`config.mk`:
```
export PLATFORM = sky130hd
export DESIGN_NAME = sume
export DESIGN_NICKNAME = d
export VERILOG_FILES = /design/src/rtl/sume_pkg.sv /design/src/rtl/sume_if.sv /design/src/rtl/sume_dec_acc.sv /design/src/rtl/sume.sv
export SDC_FILE = /design/constraint.sdc
export NUM_CORES = 1
export LEC_CHECK = 0
export ABC_AREA = 1
export CORE_ASPECT_RATIO = 0.9
export CORE_MARGIN = 2
export CORE_UTILIZATION = 62
export DETAILED_ROUTE_END_ITERATION = 10
export PLACE_DENSITY = 0.88
export SYNTH_ARGS = -nofsm -noshare
export SYNTH_HDL_FRONTEND = slang
export SYNTH_SLANG_ARGS = --single-unit
```
`constraint.sdc`:
```
create_clock -name clk -period 5.1 [get_ports clk]
set_input_delay 1.02 -clock clk [delete_from_list [all_inputs] [get_ports clk]]
set_output_delay 1.02 -clock clk [all_outputs]
set_load 0.1 [all_outputs]
```
`src/rtl/sume_pkg.sv`:
```
// sume_pkg: shared state type, digit limit and output width for the decimal adder.
package sume_pkg;
   localparam int W = 12;
   localparam int DIGIT_MAX = 9;
   typedef enum logic [2:0] {W1_C, W1_D, W1_U, W2_C, W2_D, W2_U, SUM, DONE} state_t;
   function automatic logic is_digit(logic [3:0] s);
      return s <= 4'(DIGIT_MAX);
   endfunction
endpackage

```
`src/rtl/sume_if.sv`:
```
// sume_if: control/result link between the FSM and one decimal accumulator.
interface sume_if;
   import sume_pkg::*;
   logic ld;
   logic clr;
   logic [3:0] digit;
   logic [W-1:0] acc;
   modport master(output ld, clr, digit, input acc);
   modport slave(input ld, clr, digit, output acc);
endinterface

```
`src/rtl/sume_dec_acc.sv`:
```
// sume_dec_acc: register that shifts in one decimal digit per load (acc*10 + digit), sync clear.
module sume_dec_acc
   import sume_pkg::*;
(
   input logic clk,
   sume_if.slave a
);
   logic [W-1:0] acc_d, acc_q;
   always_comb acc_d = a.clr ? '0 : a.ld ? W'(acc_q * W'(10) + W'(a.digit)) : acc_q;
   always_ff @(posedge clk) acc_q <= acc_d;
   assign a.acc = acc_q;
endmodule

```
`src/rtl/sume.sv`:
```
// sume: captures two 3-digit decimal operands MSD first, then registers their binary sum.
module sume
   import sume_pkg::*;
(
   input  logic         clk,
   input  logic         n_reset,
   input  logic [3:0]   sample,
   output logic [W-1:0] w1,
   output logic [W-1:0] w2,
   output logic [W-1:0] cdu
);
   sume_if a1 ();
   sume_if a2 ();
   sume_dec_acc u_w1 (.clk(clk), .a(a1.slave));
   sume_dec_acc u_w2 (.clk(clk), .a(a2.slave));
   state_t state_d, state_q;
   logic [W-1:0] cdu_d, cdu_q;
   logic in_w1, in_w2, ok;
   always_comb begin
      in_w1 = state_q inside {W1_C, W1_D, W1_U};
      in_w2 = state_q inside {W2_C, W2_D, W2_U};
      ok = is_digit(sample) && (in_w1 || in_w2);
      state_d = state_q == SUM ? DONE : ok ? state_t'(state_q + 3'd1) : state_q;
      cdu_d = state_q == SUM ? a1.acc + a2.acc : cdu_q;
      a1.ld = ok && in_w1;
      a2.ld = ok && in_w2;
      a1.clr = n_reset;
      a2.clr = n_reset;
      a1.digit = sample;
      a2.digit = sample;
   end
   // n_reset is active-high despite its name
   always_ff @(posedge clk) begin
      if (n_reset) begin
         state_q <= W1_C;
         cdu_q <= '0;
      end else begin
         state_q <= state_d;
         cdu_q <= cdu_d;
      end
   end
   assign w1 = a1.acc;
   assign w2 = a2.acc;
   assign cdu = cdu_q;
endmodule

```
==> impl_results.md, run 1 <==
* Status: complete, no violations
* First-pass GRT wire length at between 10 and 15 mm
* GRT overflow at 0
* Final Cycle Share at 59.2%
* Hold bufs inserted after CTS at 0
* Final non-filler cell total at around 640
* Fin nets at 636
* Minimum clock period after layout at 3020 ps
* Worst setup SP type: primary input
* Clock Pin Slew Worst Setup and Hold Paths at 70 ps
* Htree depth at 2
* CTS Root Cell: clkbuf_8
* Most common cell on crit path: inv_1
* Worst-Skew Late Latency at 290 ps
* Vias in the first global route at 3,211
* Yosys reg bits at 39
* F_max at about 330 MHz
* Area share of xor/xnor cells in the synthesized design at under 10%
* Sequential power share at 21.8%
* Die Ht at roughly 76 um
* Main combinational cell family by area after synthesis: simple AND/OR/NAND/NOR gates
* Clk sinks at 39
* Max-cap violations at 0
* GR Util All Layers at between 20% and 30%
* Setup TNS at 0 ps
* DRT iter0 DRCs at 284
* Antenna Cells at 0
* Top-level I/O count at 42
* Final wirelength at between 9 and 10 mm
* Number of vias per cell at 5.63
* Cts bufs inserted at 5
* Most frequent cells in the layout: nand2_1, inv_1, nor2_1, ha_1, clkdlybuf4s50_1
* Syn nets at between 500 and 600
* Commonest non-fill, non-tap cell in the layout: nand2_1
* Wire per inst at 14.2 um
* Crit path cell chain: clkdlybuf4s50_1 -> ha_1 -> inv_1 -> fa_1 -> inv_1 -> nand3_1 -> nand2_1 -> nand2_1 -> nor2_2 -> nand3_1 -> xor2_1 -> o21ai_0 -> inv_1
* CTS tree: yes
* Placer Congestion at 0.886
* Hold_sp: cdu[0]
* Hold WS at between 500 and 600 ps
* Post-synthesis compound-gate area fraction at 13.2%
* Adder-Cell Fraction of Synth Area at around 21%
* Num rows at 26
* WP data required at 5290 ps
* Worst Tran Pin Value at 973 ps
* CP arrival at between 3000 and 4000 ps
* Synthesized cell area at 0.00355 mm^2
* Yosys warns at 0
* Layout cells sized above 1 at between 3 and 4%
* CP Launch Point: sample[1]
* Worst rel slew slack at 34.9%
* Psw at about 1.3 mW
* Die ar. at 0.00635 mm^2
* Slew Viols, Final at 0
* CP Capture Type: flip-flop
* Worst Path Max Fanout at 3
* Post-synthesis mux area share at 0%
* Largest net degree at the start of global routing at 27
* Synth unique cells at 29
* Setup CP Type: in -> reg
* Via count at about 3.6k
* DR pass1 iterations at 5
* Simple-Gate Fraction of Synth Area at 29.2%
* Peak VDD IR at 0.465 mV
* Net Sw Frac at 57.6%
* Detailed Place HPWL at roughly 7.0 mm
* Area Growth Syn to Fin at 15.6%
* Leakage at around 2.2 nW
* Reg-to-reg critical path startpoint: u_w2.a.acc[3]
* Number of cells produced by synthesis at 533
* Initial antenna violation count at 0
* Critical-path top delay cell: clkdlybuf4s50_1
* DRT antenna net count at 0
* Power Density at 539 mW/mm^2
* Clk_skew at 4.37 ps
* Worst hold path type: reg -> reg
* Register Area at roughly 780 um^2
* Core Box Area at 0.00560 mm^2
* Cell Int Power at about 940 uW
* Die Wd at 83.8 um
* DR DRC count at 0
* Max Root-Sink Buffers at 2
* Initial Utilization at about 64%
* Port Buf Inserts at 41
* Filler cells at 463
* Placed insts at 637
* Seq/Total Area, Yosys at 22.0%
* Setup Viol. Count Final at 0
* Crit-path max cell delay at 510 ps
* Clock power share at 9.6%
* Multi-input logic area at approximately 0.0024 mm^2
* Final Hold Viols at 0
* Post_cts resized at 0
* RSZ-0062 raised after global routing: no
* Avg Inst Size Synth at 6.67 um^2
* Comb power frac at 68.6%
* Post-CTS setup buffer count at 0
==> cells by family (layout without fill, tap and decap cells) <==
logic type / Yosys count / after routing
and+or+nand+nor: 244 / 244
buffers and inverters: 88 / 129
xor gates and xnor gates: 21 / 21
adders and majority gates: 56 / 56
AOI/OAI and AO/OA: 85 / 85
DFF: 39 / 39
==> metal layers <==
layer	global-route usage (%)	wire [um]	share of wire, %
met1	39.3	4110	45
met2	49.5	4170	46
met3	4.12	703	7.7
met4	8.96	172	1.9
met5	0	0	0
==> worst paths after layout <==
kind	endpoint	slack, ps	depth (start not counted)
setup reg to reg	u_w2.a.acc[10]	2340	12
hold / removal	cdu[0]	500	2
setup / recovery	u_w2.a.acc[9]	2080	13
hold reg to reg	cdu[0]	500	2
==> state kept, by name, summed over array words and instances, names as in the netlist <==
| register | flops |
|---|---|
| state_q | 3 |
| u_w1.a.acc | 12 |
| cdu | 12 |
| u_w2.a.acc | 12 |
==> final cells by class <==
cell class                 count  share of cell area, %
multi-input combinational    406                   59.3
sequential                    39                   19.0
timing repair buffer          41                   9.99
inverter                      81                   7.40
tap                           70                   2.13
clock buffer                   6                   2.01
clock inverter                 1                  0.122
==> Yosys cell counts, drive strengths merged <==
master  instances  share of area (%)
nand2         125                 13
inv            81                8.6
nor2           62                7.0
ha             51                 18
nand3          41                5.9
dfxtp          39                 22
o21ai          36                5.1
a21oi          30                4.2
xor2           13                3.2
nand4           8                1.4
xnor2           8                2.2
fa              5                2.8
o211ai          5                1.1
a31oi           4               0.70
clkbuf          4               0.42
nor3            4               0.56
o21a            4               0.85
buf             3               0.49
nand3b          3               0.63
o21bai          3               0.63
a21o            2               0.42
a211oi          1               0.21
or2             1               0.18
==> critical path, delay by kind of cell <==
| family | cells | cell delay [ps] |
|---|---|---|
| buffers and inverters | 4 | 710 |
| AOI/OAI and AO/OA | 1 | 150 |
| xor gates and xnor gates | 1 | 170 |
| and+or+nand+nor | 5 | 540 |
| adders and majority gates | 2 | 610 |
==> per-stage QoR <==
step                util [%]  cell area (um^2)  setup slack, ps  power [mW]
global route            73.4              4110             1840        2.37
detailed placement      71.8              4020             1820        1.97
global placement        71.8              4020             1920        1.93
CTS                     73.4              4110             2110        2.19
floorplan                  -              3550             2050        1.64
finish                  73.4              4110             2080        2.21
==> power groups by stage <==
stage | Clock [mW] | Combinational [mW] | Sequential, mW
2_1_floorplan | 0 | 0.797 | 0.846
3_3_place_gp | 0 | 1.44 | 0.483
3_5_place_dp | 0 | 1.48 | 0.486
4_1_cts | 0.214 | 1.50 | 0.479
5_1_grt | 0.227 | 1.66 | 0.489
6_report | 0.213 | 1.52 | 0.483
Note: power is estimated with default switching activity, not from simulation.
==> run 2: changes to the inputs <==
Settings changed: CORE_UTILIZATION 62 to 57, PLACE_DENSITY 0.88 to 0.82.
Clock period 5.1 ns to 3 ns, I/O delays scaled along.
==> run 2 against run 1 <==
Net effect:
- utilization shrank 6.6 points
- final cell count grew 1.1%
- design area shrank 1.2%
- first-iteration DRC count shrank 43%
- global-route usage shrank 3.4 points
- largest power group unchanged
- clock power grew 72%
- sequential cell count is the same
- critical endpoint is now u_w2.a.acc[10]
- highest routed layer unchanged
- sequential power grew 67%
- sequential share of layout area grew 0.28 points
- worst hold slack gained 0.94 ps
- clock-buffer cell count is the same
==> impl_results.md, run 2 (synthesis results as in run 1) <==
* Antenna Cells at 0 (unchanged)
* Hold bufs inserted after CTS at 0 (unchanged)
* Clock Pin Slew Worst Setup and Hold Paths at 80 ps (about the same)
* Clk sinks at 39 (unchanged)
* Number of vias per cell at 5.29 (-6.0%)
* GRT overflow at 0 (unchanged)
* Worst path top cell family by delay: adder cells
* Placer Congestion at 0.968 (+9.3%)
* Filler cells at 571 (+23%)
* DRT antenna net count at 0 (unchanged)
* Fin nets at 641 (+0.79%)
* Area Growth Syn to Fin at 14.2%
* Wire per inst at 12.8 um (-10%)
* Most frequent cells in the layout: nand2_1, inv_1, nor2_1, ha_1, buf_4
* Status: complete, no violations
* Worst Path Buf+Inv at 1 (-3)
* Worst setup SP type: flip-flop
* Final Cycle Share at 86.6%
* DR pass1 iterations at 5 (unchanged)
* Core Box Area at 0.00608 mm^2 (+8.7%)
* Final wirelength at 8.32 mm (-9.1%)
* Power Density at 910 mW/mm^2 (+69%)
* Die ar. at 0.00688 mm^2 (+8.3%)
* Worst Tran Pin Value at 576 ps (-397 ps)
* Met3 routed WL at 434 um (-38%)
* GR Util All Layers at 25.8% (-3.4 points)
* Met1 Wirelength at 4.12 mm (+0.32%)
* Num rows at 27 (+3.8%)
* CP Capture Type: flip-flop
* Initial antenna violation count at 0 (unchanged)
* Final Hold Viols at 0 (unchanged)
* Post-CTS setup buffer count at 0 (unchanged)
* CTS tree: yes
* CTS Root Cell: clkbuf_8
* Die Wd at 87.2 um (+4.1%)
* Die Ht at 78.9 um (+4.1%)
* F_max at 385 MHz
* Commonest non-fill, non-tap cell in the layout: nand2_1
* Crit-path max cell delay at 570 ps (+60 ps)
* Post_cts resized at 0 (unchanged)
* WP data required at 3200 ps (-2090 ps)
* CP arrival at 2800 ps (-410 ps)
* Finished Cell Area at 0.00406 mm^2 (-1.2%)
* Placed cell areas at 0.00397 mm^2 (-1.2%)
* Port Buf Inserts at 41 (unchanged)
* Htree depth at 2 (unchanged)
* Crit path cell chain: ha_1 -> ha_1 -> fa_1 -> nand2_1 -> nor2_1 -> nand2_1 -> a21oi_1 -> nand3_1 -> o21ai_0 -> nand3_1 -> nand2_1 -> inv_1
* Highest metal used: met4
* Layout cells sized above 1 at 10.9% (+7.4 points)
* Critical-path top delay cell: fa_1
* Worst-Skew Late Latency at 300 ps (about the same)
* Overall power at 3.69 mW (+67%)
* First-pass GRT wire length at 14.2 mm (-3.9%)
* Detailed Place HPWL at 6.77 mm (-3.8%)
* Largest net degree at the start of global routing at 21 (-22%)
* RSZ-0062 raised after global routing: no
* DRT iter0 DRCs at 163 (-43%)
* Worst rel slew slack at 61.6% (+27 points)
* Leakage at 2.25 nW (+4.3%)
* Slew Viols, Final at 0 (unchanged)
* Peak VDD IR at 0.802 mV (+73%)
* Via count at 3,446 (-5.0%)
* Minimum clock period after layout at 2600 ps
* Met2 WL at 3.64 mm (-13%)
* Clk_skew at 9.11 ps (+4.74 ps)
* Most common cell on crit path: nand2_1
* Setup Viol. Count Final at 0 (unchanged)
* Vias in the first global route at 3,199 (-0.37%)
* Setup CP Type: reg -> reg
* Top-level I/O count at 42 (unchanged)
* Max Root-Sink Buffers at 2 (unchanged)
* Max-cap violations at 0 (unchanged)
* Worst hold path type: reg -> reg
* Cts bufs inserted at 5 (unchanged)
* Worst Path Max Fanout at 5 (+2)
* Setup TNS at 0 ps (unchanged)
* Initial Utilization at 58.4% (-5.1 points)
* DR DRC count at 0 (unchanged)
-- run 2: area by class of cell --
cell class	count	area [um^2]	area share, %
Multi-Input combinational cell	406	2440	60.0
Sequential cell	39	783	19.3
Timing Repair Buffer	46	358	8.82
Inverter	81	304	7.49
Tap cell	72	90.1	2.22
Clock buffer	6	82.6	2.03
Clock inverter	1	5.00	0.123
-- run 2: metrics by stage --
| stage | hold WS [ps] | worst slack (ps) | utilization [%] | cells |
|---|---|---|---|---|
| floorplan | 478 | 26.8 | - | 533 |
| global placement | 466 | 254 | 65.3 | 644 |
| detailed placement | 494 | 222 | 65.3 | 644 |
| CTS | 508 | 403 | 66.7 | 651 |
| global route | 528 | 243 | 66.7 | 651 |
| finish | 502 | 401 | 66.7 | 651 |
-- run 2: report_power, final --
group | internal, mW | switching [mW]
Clock | 0.181 | 0.187
Combinational | 0.763 | 1.75
Sequential | 0.630 | 0.177
Total | 1.57 | 2.12
-- run 2: final timing paths --
kind | start | end | slack (ps) | cells after the start
setup reg to reg | u_w2.a.acc[1] | u_w2.a.acc[10] | 400 | 12
setup / recovery | u_w2.a.acc[1] | u_w2.a.acc[10] | 400 | 12
hold reg to reg | cdu[0] | cdu[0] | 500 | 2
hold / removal | cdu[0] | cdu[0] | 500 | 2
-- run 2: metal layers --
metal  global-route usage, %  up-vias
met5                       0        -
met4                    7.69        0
met3                    4.47       14
met2                    41.0       80
met1                    35.6     1527
li1                        -     1825
-- run 2: tightest hold or removal path, stage by stage, from the launching register on --
cell,delay [ps]
dfxtp_1,320
nor2_1,90
nor2_1,50
==> run 3: changes to the inputs <==
Settings changed: GPL_TIMING_DRIVEN set to 0.
Clock period 3 ns to 2.8 ns, I/O delays scaled along.
==> run 3 against run 2 <==
Net effect:
- routed wire length up 5.7%
- clock-buffer cell count increased by 2
- combinational power is 7.9% higher
- largest power group unchanged
- worst setup slack got worse by 150 ps
- design area is 2.6% higher
- maximum frequency grew 1.9%
- global-route usage grew 1.3 points
- highest routed layer unchanged
- via count up 2.5%
- clock power increased by 15%
- power grew 8.8%
- die area is the same
==> impl_results.md, run 3 (synthesis results as in run 1) <==
* Status: complete, no violations
* Wire per inst at 13.4 um (+5.3%)
* Filler cells at 557 (-2.5%)
* Slew Viols, Final at 0 (unchanged)
* Most common cell on crit path: nand2_1
* Worst setup SP type: flip-flop
* Minimum clock period after layout at 2550 ps (-49.5 ps)
* DR pass1 iterations at 6 (+1)
* Worst Path Max Fanout at 5 (unchanged)
* Hold WS at 506 ps (+3.27 ps)
* GRT overflow at 0 (unchanged)
* Number of vias per cell at 5.40 (+2.1%)
* Final WS setup at 251 ps (-151 ps)
* Peak VDD IR at 0.846 mV (+5.4%)
* Cts bufs inserted at 5 (unchanged)
* CP Launch Point: u_w2.a.acc[1]
* DR DRC count at 0 (unchanged)
* DRT antenna net count at 0 (unchanged)
* Worst rel slew slack at 33.9% (-28 points)
* Clk sinks at 39 (unchanged)
* Layout cells sized above 1 at 5.33% (-5.6 points)
* Hold bufs inserted after CTS at 0 (unchanged)
* Via count at 3,533 (+2.5%)
* Top-level I/O count at 42 (unchanged)
* Power Density at 965 mW/mm^2 (+6.1%)
* Post_cts resized at 0 (unchanged)
* Largest net degree at the start of global routing at 12 (-43%)
* Placer Congestion at 0.918 (-5.2%)
* Routing usage on met2 at 43.7% (+2.7 points)
* Setup Viol. Count Final at 0 (unchanged)
* Final core occ at 68.5% (+1.7 points)
* Most frequent cells in the layout: nand2_1, inv_1, nor2_1, ha_1, clkdlybuf4s50_1
* Overall power at 4.02 mW (+8.8%)
* CTS tree: yes
* GR Util All Layers at 27.1% (+1.3 points)
* Detailed Place HPWL at 7.21 mm (+6.5%)
* Setup CP Type: reg -> reg
* Area Growth Syn to Fin at 17.2%
* Max Root-Sink Buffers at 2 (unchanged)
* Place WS at -31.8 ps (-253 ps)
* Final Hold Viols at 0 (unchanged)
* RSZ-0062 raised after global routing: no
* Fin nets at 643 (+0.31%)
* CP arrival at 2740 ps (-60 ps)
* Worst Path Buf+Inv at 1 (unchanged)
* Die ar. at 0.00688 mm^2 (unchanged)
* CP Capture Type: flip-flop
* Vias in the first global route at 3,265 (+2.1%)
* Crit path cell chain: ha_1 -> ha_1 -> fa_1 -> nand2_1 -> nor2_1 -> nand2_1 -> a21oi_1 -> nand3_1 -> o21ai_0 -> nand3_1 -> nand2_1 -> inv_1
* WP data required at 2990 ps (-210 ps)
* Port Buf Inserts at 41 (unchanged)
* Htree depth at 2 (unchanged)
* Post-CTS setup buffer count at 0 (unchanged)
* Worst hold path type: reg -> reg
* Antenna Cells at 0 (unchanged)
* Gr busiest metal: met2
* CTS Root Cell: clkbuf_8
* Num rows at 27 (unchanged)
* Clk_skew at 5.62 ps (-3.49 ps)
* First-pass GRT wire length at 15.0 mm (+5.9%)
* Core Box Area at 0.00608 mm^2 (unchanged)
* F_max at 392 MHz (+1.9%)
* Initial Utilization at 58.4% (unchanged)
* Final Cycle Share at 91.0% (+4.4 points)
* Die Wd at 87.2 um (unchanged)
* Commonest non-fill, non-tap cell in the layout: nand2_1
* Die Ht at 78.9 um (unchanged)
* Met3 Use GR at 3.53% (-0.94 points)
* Final wirelength at 8.79 mm (+5.7%)
* Hold_sp: cdu[8]
* Initial antenna violation count at 0 (unchanged)
* Critical-path top delay cell: fa_1
* Clock Pin Slew Worst Setup and Hold Paths at 80 ps (about the same)
* Worst-Skew Late Latency at 290 ps (about the same)
* Setup TNS at 0 ps (unchanged)
* Worst Tran Pin Value at 989 ps (+413 ps)
* Reg-to-reg critical path startpoint: u_w2.a.acc[1]
* Leakage at 2.18 nW (-2.9%)
* DRT iter0 DRCs at 169 (+3.7%)
* Max-cap violations at 0 (unchanged)
* Crit-path max cell delay at 570 ps (about the same)
* Worst path top cell family by delay: adder cells
* Routing usage on met1 at 39.0% (+3.4 points)
## run 3: cell count changes in the layout (fill, tap and decap cells not counted), sizes merged
cell / previous run / this run
clkdlybuf4s50: 5 / 41
clkinv: 1 / 0
buf: 41 / 3
clkbuf: 6 / 12
## run 3: routing by layer
metal / share of wire [%] / routed length [um] / up-vias
li1: - / - / 1838
met1: 49 / 4290 / 1568
met2: 44 / 3880 / 115
met3: 5.8 / 506 / 12
met4: 1.3 / 112 / 0
met5: 0 / 0 / -
## run 3: final cells by class
type / count / area (um^2) / area share, %
Inverter: 81 / 304 / 7.30
Sequential cell: 39 / 791 / 19.0
Tap cell: 72 / 90.1 / 2.16
Timing Repair Buffer: 41 / 410 / 9.86
Clock buffer: 8 / 100 / 2.40
Buffer: 7 / 32.5 / 0.781
Multi-Input combinational cell: 406 / 2440 / 58.5
## run 3: path summary, 6_finish.rpt
kind                    end  slack (ps)  depth (start not counted)
min                  cdu[8]         510                          2
max          u_w2.a.acc[10]         250                         12
max reg2reg  u_w2.a.acc[10]         250                         12
min reg2reg          cdu[8]         510                          2
## run 3: power breakdown
| group | switching (mW) | total [mW] | leakage [nW] | internal (mW) |
|---|---|---|---|---|
| combinational | 1.88 | 2.72 | 1.81 | 0.847 |
| clock | 0.197 | 0.422 | 0.0515 | 0.225 |
| sequential | 0.189 | 0.871 | 0.321 | 0.683 |
| total | 2.26 | 4.02 | 2.18 | 1.75 |
## run 3: stage by stage
stage          cells  instance area [um^2]
6_report         654                  4160
5_1_grt          654                  4160
4_1_cts          654                  4160
3_5_place_dp     646                  4060
3_3_place_gp     646                  4060
2_1_floorplan    533                  3560
## run 3: worst min-delay path, stage by stage (launching register included)
cell      delay [ps]
dfxtp_1          340
o211ai_1          90
inv_1             50
==> edit, RTL diff (settings of run 2) <==
Set the package constant `W` to 24 (it was 12).
--- a/src/rtl/sume_pkg.sv
+++ b/src/rtl/sume_pkg.sv
@@ -1,6 +1,6 @@
 // sume_pkg: shared state type, digit limit and output width for the decimal adder.
 package sume_pkg;
-   localparam int W = 12;
+   localparam int W = 24;
    localparam int DIGIT_MAX = 9;
    typedef enum logic [2:0] {W1_C, W1_D, W1_U, W2_C, W2_D, W2_U, SUM, DONE} state_t;
    function automatic logic is_digit(logic [3:0] s);
Interface: changed (resized cdu, w1 and w2); port bits go from 42 to 78. No check against the original RTL was run, so the function may have changed too.
==> edit against run 2 <==
- clock power rose to 2.9 times the old value
- worst setup slack got worse by 0.30 ns
- combinational power rose to 2.6 times the old value
- sequential cell count rose by 36
- synthesized area rose by 140%
- routed wire length rose to 2.9 times the old value
- critical path depth fell by 1
- total power rose to 2.5 times the old value
- final area rose by 140%
- via count rose to 2.6 times the old value
- critical endpoint is now u_w1.a.acc[18]$_SDFFE_PP0P_
==> edit: results <==
{
  "nFillCells": 1355,
  "cp_slowest_cell": "fa_2",
  "cp.arrival_ns": 3.10,
  "drt-initial-drc-count": 810,
  "worst_slew_pin_slew_ns": 0.482,
  "wire_per_inst_um": 14.6,
  "root_buffer": "clkbuf_16",
  "crit_start": "u_w1.a.acc[1]$_SDFFE_PP0P_",
  "fin_worst_skew_ns": 0.00644,
  "ys_seq_area_frac": 0.177,
  "grt_pass1_vias": 7920,
  "drive_above_1_share": 0.173,
  "yosys-top-cells-count": "338 x nand2_1, 192 x inv_1, 138 x nor2_1, 111 x ha_1, 93 x nand3_1",
  "p_leak_nw": 5.34,
  "dpl_cell_area_um2": 9460,
  "status": "finished clean",
  "dp_slack_ns": -0.184,
  "numPortBuffers": 77,
  "gp_congestion": 0.934,
  "synthTopCellsByArea": "dfxtp_1 18%, ha_1 16%, nand2_1 15%, inv_1 8.5%, nor2_1 6.1%",
  "grt_pass1_wl_mm": 38.9,
  "netSwitchingFraction": 0.581,
  "comb_cell_power_mw": 6.56,
  "vias": 9040,
  "clk_latency_ns": 0.34,
  "peakVddDrop_v": 0.000893,
  "whs_ns": 0.500,
  "cpPeakStageDelay_ns": 0.59,
  "cts-buffers-inserted": 9
}
## edit: cell count changes after synthesis, sizes merged, moves of 14 or more
| cell | delta |
|---|---|
| nand3 | +63 |
| clkbuf | +15 |
| ha | +60 |
| nand2 | +238 |
| nor3 | +14 |
| xor2 | +18 |
| nor2 | +88 |
| inv | +119 |
| a21oi | +58 |
| dfxtp | +36 |
| o21ai | +60 |
## edit: area by class of cell
type                    count  area (µm²)  area share
clock buffers              10         239      0.0241
clock inverters             6        55.1     0.00555
flip-flops and latches     75        1550       0.157
inverters                 202         758      0.0764
repair buffers            105         813      0.0820
well taps                 198         248      0.0250
multi-input cells        1051        6260       0.630
## edit: cell families (layout without fill, tap and decap cells)
group | Yosys count | after routing | share of synthesized area
AOI/OAI and AO/OA | 222 | 222 | 0.145
xor gates and xnor gates | 48 | 48 | 0.0505
adders and majority gates | 116 | 116 | 0.176
buffers and inverters | 224 | 323 | 0.101
DFF | 75 | 75 | 0.177
and+or+nand+nor | 665 | 665 | 0.350
## edit: what timing repair did
item                       in CTS  in global routing
resized for setup               0                 35
buffers inserted                0                  5
setup endpoints to repair       0                 20
## edit: metal layers
metal,up-vias,global-route usage,wire length [µm]
li1,4590,-,-
met1,4064,0.452,11600
met2,352,0.455,10400
met3,34,0.0384,1660
met4,0,0.0558,327
met5,-,0,0
## edit: how the worst max path moves through the flow
stage	to	slack, ns	cells past startpoint
after CTS	u_w2.a.acc[18]$_SDFFE_PP0P_	0.04	15
after floorplan	u_w2.a.acc[23]$_SDFFE_PP0P_	0.002	14
final	u_w1.a.acc[18]$_SDFFE_PP0P_	0.11	11
after global routing	u_w2.a.acc[16]$_SDFFE_PP0P_	-0.04	14
after detailed placement	u_w1.a.acc[23]$_SDFFE_PP0P_	-0.18	15
after global placement	u_w2.a.acc[23]$_SDFFE_PP0P_	-0.12	14
